`src/rtl/uart_ctrl_pkg.sv`:
```
// Shared constants for the UART controller: register map, STATUS/CTRL bit
// positions and TX sequencer states. CTRL loopback exists only with UART_CTRL_LOOPBACK_EN.
package uart_ctrl_pkg;

  localparam logic [1:0] REG_DATA   = 2'd0;
  localparam logic [1:0] REG_STATUS = 2'd1;
  localparam logic [1:0] REG_CTRL   = 2'd2;

  localparam int ST_TX_NOT_FULL = 0;
  localparam int ST_RX_AVAIL    = 1;
  localparam int ST_TX_IDLE     = 2;
  localparam int ST_RX_OVERRUN  = 3;
  localparam int ST_TX_OVERFLOW = 4;

  localparam int CTRL_RX_IRQ_EN = 0;
  localparam int CTRL_TX_IRQ_EN = 1;
  localparam int CTRL_LOOPBACK  = 2;

  typedef enum logic [1:0] {
    TX_IDLE      = 2'd0,
    TX_START     = 2'd1,
    TX_WAIT_BUSY = 2'd2,
    TX_WAIT_DONE = 2'd3
  } tx_state_t;

endpackage

```
`src/rtl/uart_ctrl_fifo.sv`:
```
// Synchronous FIFO with wrap-bit pointers; a push on a full FIFO still lands
// when a pop happens in the same cycle.
module uart_ctrl_fifo #(
  parameter int WIDTH = 8,
  parameter int DEPTH = 16
) (
  input  logic             clk,
  input  logic             rst,
  input  logic             push,
  input  logic             pop,
  input  logic [WIDTH-1:0] din,
  output logic [WIDTH-1:0] head,
  output logic             full,
  output logic             empty
);

  localparam int AW = $clog2(DEPTH);

  logic [AW:0]      wptr, rptr;
  logic [WIDTH-1:0] mem [DEPTH];
  logic             do_push, do_pop;

  assign empty   = (wptr == rptr);
  assign full    = (wptr[AW-1:0] == rptr[AW-1:0]) && (wptr[AW] != rptr[AW]);
  assign do_pop  = pop && !empty;
  assign do_push = push && (!full || do_pop);
  assign head    = mem[rptr[AW-1:0]];

  always_ff @(posedge clk) begin
    if (!rst) begin
      wptr <= '0;
      rptr <= '0;
    end else begin
      if (do_push) wptr <= wptr + 1'b1;
      if (do_pop)  rptr <= rptr + 1'b1;
    end
  end

  always_ff @(posedge clk) begin
    if (do_push) mem[wptr[AW-1:0]] <= din;
  end

endmodule

```
`src/rtl/uart_ctrl.sv`:
```
// Bus-mapped UART controller: TX FIFO + start/busy sequencer, RX capture FIFO,
// sticky error flags and a level IRQ. Define UART_CTRL_LOOPBACK_EN for CTRL loopback.
module uart_ctrl
  import uart_ctrl_pkg::*;
#(
  parameter int TX_DEPTH = 16,
  parameter int RX_DEPTH = 16
) (
  input  logic        clk,
  input  logic        rst,
  input  logic        wb_cyc_i,
  input  logic        wb_stb_i,
  input  logic        wb_we_i,
  input  logic [3:0]  wb_adr_i,
  input  logic [31:0] wb_dat_i,
  output logic [31:0] wb_dat_o,
  output logic        wb_ack_o,
  output logic        tx_start_o,
  output logic [7:0]  tx_data_o,
  input  logic        tx_busy_i,
  input  logic        rx_ready_i,
  input  logic [7:0]  rx_data_i,
  output logic        irq_o
);

  tx_state_t   state;
  logic [2:0]  ctrl;
  logic        rx_ovr, tx_ovf;
  logic        req, rd, wr;
  logic [1:0]  sel;
  logic        data_wr, data_rd, st_wr, ctrl_wr;
  logic        tx_pop, tx_full, tx_empty, tx_idle;
  logic [7:0]  tx_head;
  logic        rx_push, rx_full, rx_empty;
  logic [7:0]  rx_din, rx_head;
  logic        lb_on;
  logic [4:0]  status;
  logic        unused_bits;

  assign unused_bits = ^{wb_dat_i[31:8], wb_adr_i[1:0]};

  // ack itself masks the request, so a held strobe is serviced every other cycle
  assign req     = wb_cyc_i & wb_stb_i & ~wb_ack_o;
  assign sel     = wb_adr_i[3:2];
  assign rd      = req & ~wb_we_i;
  assign wr      = req &  wb_we_i;
  assign data_wr = wr & (sel == REG_DATA);
  assign data_rd = rd & (sel == REG_DATA);
  assign st_wr   = wr & (sel == REG_STATUS);
  assign ctrl_wr = wr & (sel == REG_CTRL);

  assign tx_pop  = (state == TX_START);
  assign tx_idle = tx_empty && (state == TX_IDLE);

`ifdef UART_CTRL_LOOPBACK_EN
  assign lb_on   = ctrl[CTRL_LOOPBACK];
  assign rx_push = lb_on ? tx_pop : rx_ready_i;
  assign rx_din  = lb_on ? tx_data_o : rx_data_i;
`else
  assign lb_on   = 1'b0;
  assign rx_push = rx_ready_i;
  assign rx_din  = rx_data_i;
`endif

  uart_ctrl_fifo #(.WIDTH(8), .DEPTH(TX_DEPTH)) tx_fifo (
    .clk(clk), .rst(rst), .push(data_wr), .pop(tx_pop), .din(wb_dat_i[7:0]),
    .head(tx_head), .full(tx_full), .empty(tx_empty)
  );

  uart_ctrl_fifo #(.WIDTH(8), .DEPTH(RX_DEPTH)) rx_fifo (
    .clk(clk), .rst(rst), .push(rx_push), .pop(data_rd), .din(rx_din),
    .head(rx_head), .full(rx_full), .empty(rx_empty)
  );

  always_comb begin
    status = '0;
    status[ST_TX_NOT_FULL] = ~tx_full;
    status[ST_RX_AVAIL]    = ~rx_empty;
    status[ST_TX_IDLE]     = tx_idle;
    status[ST_RX_OVERRUN]  = rx_ovr;
    status[ST_TX_OVERFLOW] = tx_ovf;
  end

  always_ff @(posedge clk) begin
    if (!rst) begin
      wb_ack_o <= 1'b0;
      wb_dat_o <= '0;
      ctrl     <= '0;
      rx_ovr   <= 1'b0;
      tx_ovf   <= 1'b0;
      irq_o    <= 1'b0;
    end else begin
      wb_ack_o <= req;
      wb_dat_o <= '0;
      if (rd) begin
        case (sel)
          REG_DATA:   wb_dat_o <= rx_empty ? 32'd0 : {23'd0, 1'b1, rx_head};
          REG_STATUS: wb_dat_o <= {27'd0, status};
          REG_CTRL:   wb_dat_o <= {29'd0, ctrl};
          default:    wb_dat_o <= '0;
        endcase
      end
      if (ctrl_wr) begin
        ctrl[CTRL_RX_IRQ_EN] <= wb_dat_i[CTRL_RX_IRQ_EN];
        ctrl[CTRL_TX_IRQ_EN] <= wb_dat_i[CTRL_TX_IRQ_EN];
`ifdef UART_CTRL_LOOPBACK_EN
        ctrl[CTRL_LOOPBACK]  <= wb_dat_i[CTRL_LOOPBACK];
`endif
      end
      // a set event wins over a same-cycle write-1-to-clear
      rx_ovr <= (rx_ovr & ~(st_wr & wb_dat_i[ST_RX_OVERRUN]))
              | (rx_push & rx_full & ~data_rd);
      tx_ovf <= (tx_ovf & ~(st_wr & wb_dat_i[ST_TX_OVERFLOW]))
              | (data_wr & tx_full & ~tx_pop);
      irq_o  <= (ctrl[CTRL_RX_IRQ_EN] & (~rx_empty | rx_ovr))
              | (ctrl[CTRL_TX_IRQ_EN] & tx_idle);
    end
  end

  // head byte is latched on entry to START, so the pop in START is safe
  always_ff @(posedge clk) begin
    if (!rst) begin
      state      <= TX_IDLE;
      tx_start_o <= 1'b0;
      tx_data_o  <= '0;
    end else begin
      case (state)
        TX_IDLE: begin
          if (!tx_empty && !tx_busy_i) begin
            state      <= TX_START;
            tx_start_o <= ~lb_on;
            tx_data_o  <= tx_head;
          end
        end
        TX_START: begin
          tx_start_o <= 1'b0;
          state      <= lb_on ? TX_IDLE : TX_WAIT_BUSY;
        end
        TX_WAIT_BUSY: if (tx_busy_i)  state <= TX_WAIT_DONE;
        TX_WAIT_DONE: if (!tx_busy_i) state <= TX_IDLE;
        default: begin
          state      <= TX_IDLE;
          tx_start_o <= 1'b0;
        end
      endcase
    end
  end

endmodule

```
`config.mk`:
```
export PLATFORM = sky130hd
export DESIGN_NAME = uart_ctrl
export DESIGN_NICKNAME = d
export VERILOG_FILES = /design/src/rtl/uart_ctrl_pkg.sv /design/src/rtl/uart_ctrl_fifo.sv /design/src/rtl/uart_ctrl.sv
export SDC_FILE = /design/constraint.sdc
export NUM_CORES = 1
export LEC_CHECK = 0
export ABC_AREA = 1
export BUFFER_PORTS_ARGS = -buffer_cell sky130_fd_sc_hd__buf_2
export CAP_MARGIN = 20
export CORE_MARGIN = 1
export CORE_UTILIZATION = 56
export CTS_BUF_LIST = sky130_fd_sc_hd__clkbuf_4 sky130_fd_sc_hd__clkbuf_8
export CTS_CLUSTER_SIZE = 28
export DETAILED_ROUTE_END_ITERATION = 10
export GPL_TIMING_DRIVEN = 0
export MAX_ROUTING_LAYER = met4
export PLACE_DENSITY = 0.89
export SLEW_MARGIN = 20
export SYNTH_ARGS = -nofsm -noshare
export SYNTH_HDL_FRONTEND = slang
export SYNTH_SLANG_ARGS = --single-unit
```
`constraint.sdc`:
```
create_clock -name clk -period 2.4 [get_ports clk]
set_input_delay 0.48 -clock clk [delete_from_list [all_inputs] [get_ports clk]]
set_output_delay 0.48 -clock clk [all_outputs]
set_load 0.02 [all_outputs]
```
==> metrics <==
status=finished clean; clk sinks=306; core box area=22800 um2; first-pass GRT wire length=48800 um; die height=155 um; CP arrival=2.58 ns; DP Wirelength=20500 um; fmax=0.417 GHz; post-synthesis adder-cell area fraction=1.43%; Filler cells=1604; TritonCTS clock tree=done; WHS=0.254 ns; reg2reg path depth=10; vias per cell=5.64; fraction of registers with async set/reset=0%; cell count after synthesis=1250; Ports=94; via count=9650; Place WS=-0.607 ns; global route total overflow=0; Critical Path Source Type=flop; Overall Power=10.7 mW; antenna cell count=0; post-synthesis xor/xnor area fraction=1.20%; Worst EP required=2.58 ns; initial antenna violation count=0; # nets final=1429; Clock Path Buffers=3; clock root buffer=clkbuf_8; Skew-Pair Late Insertion Delay=0.56 ns; Mapped Area=13100 um2; Tmin final=2.40 ns; R2R Path Start=tx_fifo.rptr[1]$_SDFFE_PN0P_; Antenna Violating Nets Remaining=0; WL/cell=18.3 um; final period utilization=99.9%; post-synthesis mux area share=0.0763%; GR Util All Layers=27.3%; H-tree depth=2; final hold vios=0; final std cells w/o fill=1711; layout cells sized above 1=16.2%; Ys Warns=0; Lkg Pwr=5.88 nW; P&R area growth vs syn=13.4%; Worst Path Max Fanout=9; DRC viols=0; R2R setup slack=0.001 ns; HP Class=primary input to flop; Port Buffers=43; Setup Buffers After CTS=0; clock-pin slew on the worst setup and hold paths=0.06 ns; setup TNS=0 ns; Starting Density=57.6%; Cell Pwr Density=722 nW/um2; Synth Area in Simple Gates=18.5%; Initial DRC Count=1148; main combinational cell family by area after synthesis=simple AND/OR/NAND/NOR gates; # rows=55; unrepaired setup endpoints after global routing=yes; Least-Margin Pin Slew=0.975 ns; Final Wtd Congestion=0.893; Final Cell Area=14900 um2; DR pass1 iterations=6; clk_skew=0.0392 ns; fin util=65.3%; WL final=31200 um; die footprint=24000 um2; flops & latches, synth=306; crit path kind=flop to flop; worst setup path endpoint=tx_fifo.mem[0][1]$_DFFE_PP_; pin count of the biggest net entering global routing=18; Netlist cell types=39; Top FF cell, synth=edfxtp_1; syn_area_per_cell=10.5 um2; dpl cells=1630; maximum vdd drop=0.689 mV; complex-gate fraction of the synthesized area=6.60%; Rel. slew slack=34.8%; fin worst setup slack=0.00127 ns; Post-synth EDFFs=256; vias in the first global route=9413; TritonCTS buffer count=44; Final Setup Violations=0; Final Max Slew Viols=0; Max Cap Viol=0; Critical Path Sink Type=flop; register area share after synthesis=66.2%; Placement Cell Area=13900 um2; CP Launch Point=tx_fifo.rptr[1]$_SDFFE_PN0P_; Die X=155 um; Reg-to-Reg End=tx_fifo.mem[0][1]$_DFFE_PP_
-- cells in the final DEF (no fill, tap or decap), types with 6 or more instances in the layout --
cell,instances
a21oi_1,31
buf_2,69
buf_4,29
clkbuf_1,19
clkbuf_4,20
clkbuf_8,47
clkinv_1,7
conb_1,23
dfxtp_1,50
edfxtp_1,256
ha_1,15
inv_1,86
nand2_1,254
nand2_2,6
nand3_1,93
nor2_1,188
nor2_2,17
nor3_4,8
o211ai_1,21
o21ai_0,88
xnor2_1,6
xor2_1,12
-- repair_timing --
item                       in CTS  in global routing
resized for setup               5                 19
cloned                          0                  0
hold buffers                    0                  0
setup endpoints to repair      32                150
-- cells in the mapped netlist (19+ instances only) --
master / n / area share, %
dfxtp_1: 50 / 7.6
o211ai_1: 21 / 1.2
nor2_1: 202 / 5.8
o21ai_0: 88 / 3.4
buf_2: 26 / 0.99
nand3_1: 93 / 3.5
inv_1: 86 / 2.5
a21oi_1: 31 / 1.2
edfxtp_1: 256 / 59
nand2_1: 254 / 7.3
buf_4: 27 / 1.5
clkbuf_1: 19 / 0.54
-- state kept, by name (all words and copies together) (netlist names), 2 cells and up, named ones only --
| register | flops |
|---|---|
| ctrl | 2 |
| rx_fifo.mem | 128 |
| rx_fifo.rptr | 5 |
| rx_fifo.wptr | 5 |
| state | 2 |
| tx_data_o | 8 |
| tx_fifo.mem | 128 |
| tx_fifo.rptr | 5 |
| tx_fifo.wptr | 5 |
| wb_dat_o | 9 |
-- report_power, final --
group,total (mW),switching [mW],internal (mW)
clock,4.18,1.93,2.24
sequential,5.84,0.0330,5.80
combinational,0.733,0.517,0.215
-- final cells by class --
cell class	instances	area, um2	share of cell area, %
Inverter	93	352	2.36
Timing Repair Buffer	45	230	1.55
Multi-Input combinational cell	795	3880	26.1
Sequential cell	306	8690	58.4
Tap cell	313	392	2.63
Buffer	78	434	2.92
Clock buffer	67	797	5.36
Clock inverter	14	101	0.681
-- per-layer routing --
metal | GRT usage (%) | vias up | routed length [um]
met5 | - | - | 0
met4 | 11.7 | 0 | 1220
met3 | 3.73 | 101 | 2790
met2 | 47.4 | 561 | 16000
met1 | 32.0 | 4593 | 11200
li1 | - | 4395 | -
-- worst max-delay path, cell delays in order, from the launching register on --
cell     delay (ns)
dfxtp_1        0.32
buf_4          0.16
inv_2          0.15
nand2_1        0.07
nand2_1        0.08
nor2_2         0.08
nand4_2        0.15
nand2_2        0.13
inv_2          0.16
nand2_2        0.14
nor2_1         0.58
-- worst min path at each step --
| stage | startpoint | to | slack, ns | cells past startpoint |
|---|---|---|---|---|
| floorplan | tx_ovf$_SDFF_PN0_ | wb_dat_o[4]$_SDFF_PN0_ | 0.44 | 2 |
| global placement | rx_ovr$_SDFF_PN0_ | rx_ovr$_SDFF_PN0_ | 0.47 | 2 |
| detailed placement | tx_ovf$_SDFF_PN0_ | wb_dat_o[4]$_SDFF_PN0_ | 0.49 | 2 |
| CTS | rst | tx_data_o[2]$_SDFFE_PN0P_ | 0.23 | 3 |
| global route | rst | tx_start_o$_SDFFE_PN0P_ | 0.24 | 3 |
| finish | rst | tx_start_o$_SDFFE_PN0P_ | 0.25 | 3 |
-- kinds of logic (layout without fill, tap and decap cells) --
kind of cell,Yosys count,after routing
muxes,1,1
buffers and inverters,171,297
DFF,306,306
other,1,23
AOI/OAI and AO/OA,157,157
xor gates and xnor gates,18,18
and+or+nand+nor,581,581
adders and majority gates,15,15
Power figures use the tool's default switching activity.
